## config.mk

```make
export PLATFORM = sky130hd
export DESIGN_NAME = jk_bank_driver_flat
export DESIGN_NICKNAME = d
export VERILOG_FILES = /design/src/rtl/jk_bank_driver_if.sv /design/src/rtl/jk_bank_driver.sv /design/src/flat_wrapper.sv
export SDC_FILE = /design/constraint.sdc
export NUM_CORES = 1
export LEC_CHECK = 0
export CAP_MARGIN = 25
export CORE_MARGIN = 4
export CORE_UTILIZATION = 31
export CTS_CLUSTER_SIZE = 40
export DETAILED_ROUTE_END_ITERATION = 10
export GPL_TIMING_DRIVEN = 1
export PLACE_DENSITY = 0.7
export SLEW_MARGIN = 20
export SYNTH_ARGS = -nofsm -noshare
export SYNTH_HDL_FRONTEND = slang
export SYNTH_SLANG_ARGS = --single-unit
```

## constraint.sdc

```tcl
create_clock -name clk -period 1.2 [get_ports clk]
set_input_delay 0.24 -clock clk [delete_from_list [all_inputs] [get_ports clk]]
set_output_delay 0.24 -clock clk [all_outputs]
set_load 0.005 [all_outputs]
```

## src/rtl/jk_bank_driver_if.sv

```systemverilog
// Bus between the JK bank driver and its requester / flop bank.
// The slave modport is the driver; the master modport is the requester plus the bank.
interface jk_bank_driver_if #(parameter int W = 8);
  logic         start;
  logic [W-1:0] target;
  logic [W-1:0] q_fb;
  logic [W-1:0] j;
  logic [W-1:0] k;
  logic         ready;
  logic         done;
  logic         err;

  modport master (output start, target, q_fb, input j, k, ready, done, err);
  modport slave  (input start, target, q_fb, output j, k, ready, done, err);
endinterface

```

## src/rtl/jk_bank_driver.sv

```systemverilog
// Drives J/K of a W-bit JK flop bank toward a requested word using the excitation table.
// Optional read-back verify with retries is enabled by defining JK_DRV_VERIFY_EN.
module jk_exc_lane (
  input  logic q,
  input  logic t,
  output logic j,
  output logic k
);
  // Set or clear only; toggle (j=k=1) is never produced.
  assign j = ~q &  t;
  assign k =  q & ~t;
endmodule

module jk_bank_driver #(
  parameter int W         = 8,
  parameter int MAX_RETRY = 3
) (
  input logic             clk,
  input logic             reset,
  jk_bank_driver_if.slave bus
);

  if (MAX_RETRY < 0 || MAX_RETRY > 15) begin : g_bad_retry
    $error("jk_bank_driver: MAX_RETRY must be 0..15");
  end

`ifdef JK_DRV_VERIFY_EN
  typedef enum logic [1:0] {IDLE, DRIVE, SETTLE, CHECK} state_t;
`else
  typedef enum logic [1:0] {IDLE, DRIVE, SETTLE} state_t;
`endif

  state_t       state, nstate;
  logic [W-1:0] tgt_r, tgt_nx;
  logic [W-1:0] exc_j, exc_k;
  logic [W-1:0] j_q, k_q, j_d, k_d;
  logic         ready_q, ready_d;
  logic         done_q, done_d;
  logic         accept;

`ifdef JK_DRV_VERIFY_EN
  logic [3:0] rcnt, rcnt_d;
  logic       err_q, err_d;
  logic       match, exhausted;
  assign match     = (bus.q_fb == tgt_r);
  assign exhausted = (rcnt == 4'(MAX_RETRY));
`endif

  assign accept = (state == IDLE) && bus.start;
  // j/k are registered, so the excitation is computed one cycle early; the
  // bank holds during that cycle (j=k=0), so q_fb equals its DRIVE-cycle value.
  assign tgt_nx = (state == IDLE) ? bus.target : tgt_r;

  for (genvar gi = 0; gi < W; gi++) begin : g_lane
    jk_exc_lane u_lane (
      .q (bus.q_fb[gi]),
      .t (tgt_nx[gi]),
      .j (exc_j[gi]),
      .k (exc_k[gi])
    );
  end

  always_ff @(posedge clk) begin
    if (reset) begin
      state   <= IDLE;
      tgt_r   <= '0;
      j_q     <= '0;
      k_q     <= '0;
      ready_q <= 1'b1;
      done_q  <= 1'b0;
`ifdef JK_DRV_VERIFY_EN
      rcnt    <= '0;
      err_q   <= 1'b0;
`endif
    end else begin
      state   <= nstate;
      tgt_r   <= tgt_nx;
      j_q     <= j_d;
      k_q     <= k_d;
      ready_q <= ready_d;
      done_q  <= done_d;
`ifdef JK_DRV_VERIFY_EN
      rcnt    <= rcnt_d;
      err_q   <= err_d;
`endif
    end
  end

  always_comb begin
    nstate = state;
    case (state)
      IDLE:   if (bus.start) nstate = DRIVE;
      DRIVE:  nstate = SETTLE;
`ifdef JK_DRV_VERIFY_EN
      SETTLE: nstate = CHECK;
      CHECK:  nstate = (match || exhausted) ? IDLE : DRIVE;
`else
      SETTLE: nstate = IDLE;
`endif
      default: nstate = IDLE;
    endcase
  end

  always_comb begin
    j_d     = (nstate == DRIVE) ? exc_j : '0;
    k_d     = (nstate == DRIVE) ? exc_k : '0;
    ready_d = (nstate == IDLE);
    done_d  = (state != IDLE) && (nstate == IDLE);
`ifdef JK_DRV_VERIFY_EN
    rcnt_d  = rcnt;
    err_d   = err_q;
    if (accept) begin
      rcnt_d = '0;
      err_d  = 1'b0;
    end else if (state == CHECK && !match) begin
      if (exhausted) err_d  = 1'b1;
      else           rcnt_d = rcnt + 4'd1;
    end
`endif
  end

  assign bus.j     = j_q;
  assign bus.k     = k_q;
  assign bus.ready = ready_q;
  assign bus.done  = done_q;
`ifdef JK_DRV_VERIFY_EN
  assign bus.err   = err_q;
`else
  assign bus.err   = 1'b0;
`endif

endmodule

```

## src/flat_wrapper.sv

```systemverilog
// flat-port wrapper written by rule: the top's interface ports become plain ports
module jk_bank_driver_flat 
#(
  parameter int W         = 8,
  parameter int MAX_RETRY = 3
)
  (clk, reset, bus_start, bus_target, bus_q_fb, bus_j, bus_k, bus_ready, bus_done, bus_err);
  jk_bank_driver_if #(.W(W)) bus_i ();
  input logic clk;
  input logic reset;
  input wire logic [$bits(bus_i.start)-1:0] bus_start;
  input wire logic [$bits(bus_i.target)-1:0] bus_target;
  input wire logic [$bits(bus_i.q_fb)-1:0] bus_q_fb;
  output wire logic [$bits(bus_i.j)-1:0] bus_j;
  output wire logic [$bits(bus_i.k)-1:0] bus_k;
  output wire logic [$bits(bus_i.ready)-1:0] bus_ready;
  output wire logic [$bits(bus_i.done)-1:0] bus_done;
  output wire logic [$bits(bus_i.err)-1:0] bus_err;
  assign bus_i.start = bus_start;
  assign bus_i.target = bus_target;
  assign bus_i.q_fb = bus_q_fb;
  assign bus_j = bus_i.j;
  assign bus_k = bus_i.k;
  assign bus_ready = bus_i.ready;
  assign bus_done = bus_i.done;
  assign bus_err = bus_i.err;
  jk_bank_driver #(.W(W), .MAX_RETRY(MAX_RETRY)) u_core (.clk(clk), .reset(reset), .bus(bus_i));
endmodule
```

# Yosys cells after proc, flatten, opt, wreduce, memory -nomap -nowiden
# Index checks and enable logic that the tools add are counted.
[totals] ff_bits=28 inputBits=19 out_inout_bits=19 elab_cells=49
[op_classes] eq_ne=2 muxes=3 bitwise_logic=33 n_reduce_logical=5
[op_table] op="$not 1->1" n=17
[op_table] op="$and 1x1->1" n=16
[op_table] op="$mux 8" n=1
[op_table] op="$eq 2x1->1 const B" n=2
[op_table] op="$logic_not 2->1" n=2
[op_table] op="$pmux 2 s2" n=1
[op_table] op="$mux 2" n=1
[op_table] op="$reduce_bool 2->1" n=1
[op_table] op="$reduce_or 2->1" n=1
[op_table] op="$logic_and 1x1->1" n=1

# Logic depth before layout (Yosys ltp)
[depth] word_depth=5 depth_mapped=4 ltp_nobuf=2

# Cells and area by module
# From an unflattened synthesis, not the netlist that was laid out.
[unflattened] cells_unflattened=103 area_unflattened_um2=1059.8
[modules_own_cells] mod="jk_bank_driver" n_inst=1 cells_per_inst=87 area_each_um2=939.7 seq_area_each_um2=560.5
[modules_own_cells] mod="jk_exc_lane" n_inst=8 cells_per_inst=2 area_each_um2=15.0 seq_area_each_um2=0.0

# Worst setup path after synthesis
# No wires, ideal clock.
[synth_path] path_kind="flip-flop to flip-flop" startpoint="reg u_core.state[0]" endpoint="reg u_core.k_q[7] (netlist: u_core.bus.k[7])" setup_time_ns=0.072 t_arrival_ns=1.220 required_time_ns=1.128 setup_slack_ns=-0.093 path_stages_with_launch=5 n_path_buf=2 period_less_slack_ns=1.293 cell_sequence="dfxtp_1 > or4b_1 > buf_6 > buf_12 > nor3b_2"
[synth_via] elab_chain_cells=5 elab_cells_between_ends=10 cone_classes="eq/ne (2); mux (3); bitwise (3); reduce/logical (2)"
[synth_rtl] item="from (decl)" line_no="jk_bank_driver.sv:33" source="state_t state, nstate;"
[synth_rtl] item="from (signal assigned)" line_no="jk_bank_driver.sv:76" source="state <= nstate;"
[synth_rtl] item="$eq 2x1->1 (tied with other cells)" line_no="jk_bank_driver.sv:91" source="case (state)"
[synth_rtl] item="$pmux 2 s2" line_no="jk_bank_driver.sv:91"
[synth_rtl] item="$eq 2x1->1" line_no="jk_bank_driver.sv:106" source="k_d = (nstate == DRIVE) ? exc_k : '0;"
[synth_rtl] item="$not 1->1 (no line)"
[synth_rtl] item="$reduce_or 2->1 (no line)"
[synth_rtl] item="to (signal assigned)" line_no="jk_bank_driver.sv:79" source="k_q <= k_d;"
[synth_rtl] item="to (decl)" line_no="jk_bank_driver.sv:36" source="logic [W-1:0] j_q, k_q, j_d, k_d;"
# Parallel ways exist; a longest one is shown, timed or not.
# A chain may end at the register's enable or synchronous reset.

# Final worst setup path
[layout_path] startpoint="reg u_core.state[1]" endpoint="reg u_core.k_q[1] (netlist: u_core.bus.k[1])"
# Same word-level chain as after synthesis.

==> summary.txt <==
Outcome
  • Outcome: finished with violations
  • Failing checks: setup timing

Floorplanning
  • Die ar.: 0.00291 mm^2
  • Initial Utilization: 33.0%
  • Horiz. Die Dim: 53.9 um
  • Core area: 0.00198 mm^2
  • Std cell rows: 16
  • I/O Pins: 38
  • Chip Height: 53.9 um

Critical path
  • Startpoint types: register
  • Buffer and inverter count on the worst path: 1
  • Critical path's slowest cell: or4b_4
  • Crit path cell chain: or4b_4 > buf_16 > nor3b_4
  • Worst path top cell family by delay: simple AND/OR/NAND/NOR gates
  • Crit Path Max Fanout: 8
  • CP peak stage delay: 0.60 ns
  • Arrival @ worst endpoint: 1.59 ns
  • Crit path kind: register to register
  • Crit. End Element: register
  • Critical Path RT: 1.43 ns

Placed design
  • DP HPWL: 980 um
  • RePlAce Congestion: 0.586
  • Post-Place Worst Slack: -0.528 ns
  • I/O Buffers: 36
  • DP Cell Count: 109

Layout
  • Commonest cells after routing, fill and taps aside: dlygate4sd2_1, clkdlybuf4s50_1, dfxtp_1
  • P&R area growth vs syn: 81.3%
  • Share of layout cells above drive strength 1: 36.0%
  • Most common cell after layout, fill and taps aside: dlygate4sd2_1
  • Filler cells: 162
  • Layout Nets: 109
  • ANT cells: 0
  • Fin cells: 116

Routing
  • 1st-iter DRT viols: 0
  • WL final: 1.59 mm
  • Final antenna-violating net count: 0
  • WL per Instance: 13.7 um
  • Vias: 481
  • Via/cell ratio: 4.15
  • DRC violations left: 0
  • Pre-antenna DRT Iters: 1

Yosys
  • Top cells by area, synth: dfxtp_1, nor3b_2, nor3b_1
  • Distinct cells, synth: 14
  • Mean area per synthesized cell: 13.4 um^2
  • Post-synth top area cell: dfxtp_1
  • Syn_nets: 68
  • Post-synth top area share: 61.2%
  • #FFs+latches synth: 20
  • Cell Area, Synth: 654 um^2
  • Register area share after synthesis: 61.2%
  • Cells after synthesis: 49
  • YS warnings: 0

GRT
  • Total Routing Usage GR: 11.4%
  • Largest net degree at the start of global routing: 13
  • First-pass GRT wire length: 2.24 mm
  • GRT overflow: 0
  • Initial antenna violation count: 0
  • Number of global-route vias before repair: 486

Clocking
  • H-tree depth: 1
  • Worst skew pair latency: 0.30 ns
  • Longest Clk Path Bufs: 2
  • TritonCTS buffer count: 3
  • Sink Count: 20
  • CTS tree: done
  • Clk slew on worst S/H paths: 0.12 ns
  • CTS root buf: clkbuf_4
  • Hold buffers post-CTS: 0

Min path
  • Hold/Removal Path Class: primary input to register

STA
  • RSZ-0062 raised after global routing: yes
  • WHS: 0.281 ns
  • Final hold violations: 0
  • Final Critical Period: 1.36 ns
  • Final period util: 113%
  • Pins over their slew limit: 0
  • Clk_skew: 0.00812 ns
  • Final worst slack: -0.157 ns
  • Max Fclk: 0.737 GHz
  • Final setup viols: 17

Power and ir drop
  • Peak supply drop: 645 uV
  • Power Density: 1200 mW/mm^2
  • Static Leak: 0.000531 uW
  • Total power: 1420 uW

Flow run
  • Count of max-cap constraint violations: 0
[repair_timing]
action / 4_1_cts / 5_1_grt
pin swaps: 0 / 9
gates resized for setup: 31 / 10
setup buffers: 0 / 1
setup endpoints to repair: 35 / 17
cloned: 1 / 1
[cells by family after synthesis]
logic type             synth area share (%)
and+or+nand+nor                        29.3
AOI/OAI and AO/OA                     0.764
other                                 0.573
DFF                                    61.2
buffers and inverters                  8.22
[per-stage QoR]
stage          util (%)  setup TNS (ns)  area (um^2)
6_report           59.8           -2.21         1190
5_1_grt            59.8           -2.86         1190
4_1_cts            56.1           -1.87         1110
3_5_place_dp       51.5           -7.82         1020
3_3_place_gp       51.5           -7.34         1020
2_1_floorplan         -          -0.799          654
[cells in the mapped netlist (all sizes together)]
| cell | instances |
|---|---|
| o21ai | 1 |
| nor2 | 1 |
| dfxtp | 20 |
| nor2b | 1 |
| clkbuf | 3 |
| buf | 3 |
| or4b | 1 |
| inv | 1 |
| conb | 1 |
| nor3b | 16 |
| and2 | 1 |
[path summary, 6_finish.rpt]
kind / to / from / depth (start not counted) / slack, ns
worst max-delay path: u_core.bus.k[1] / u_core.state[1] / 3 / -0.16
worst min-delay path: u_core.bus.done / reset / 2 / 0.28
worst max register to register: u_core.bus.k[1] / u_core.state[1] / 3 / -0.16
worst min register to register: u_core.bus.ready / u_core.state[1] / 3 / 0.57
[metal layers]
metal  global-route usage (%)  part of all wire (%)  vias to the layer above
met4                     6.38                     0                        0
met5                        0                     0                        -
met1                     12.0                    38                      216
met3                     2.77                   9.8                        0
met2                     20.6                    52                       26
li1                         -                     -                      239
[power by group]
part / internal [uW] / leakage (uW) / switching (uW)
registers: 684 / 0.000165 / 5.60
logic: 124 / 0.000338 / 65.8
clock network: 337 / 0.0000279 / 203
[cell type report]
| class | count | area (um^2) | share of cell area, % |
|---|---|---|---|
| flip-flops and latches | 20 | 405 | 34.2 |
| inverters | 1 | 6.26 | 0.527 |
| repair buffers | 42 | 430 | 36.3 |
| clock inverters | 1 | 30.0 | 2.53 |
| well taps | 27 | 33.8 | 2.85 |
| multi-input cells | 22 | 258 | 21.7 |
| clock buffers | 3 | 22.5 | 1.90 |
[worst reg2reg max path: stages, from the launching register on]
cell     delay (ns)
dfxtp_2        0.34
or4b_4         0.60
buf_16         0.18
nor3b_4        0.17
[sequential cells by signal, summed over array words and instances (netlist names)]
register and cells:
u_core.bus.done 1, u_core.bus.k 8, u_core.bus.ready 1, u_core.state 2
u_core.bus.j 8
Power figures use the tool's default switching activity.
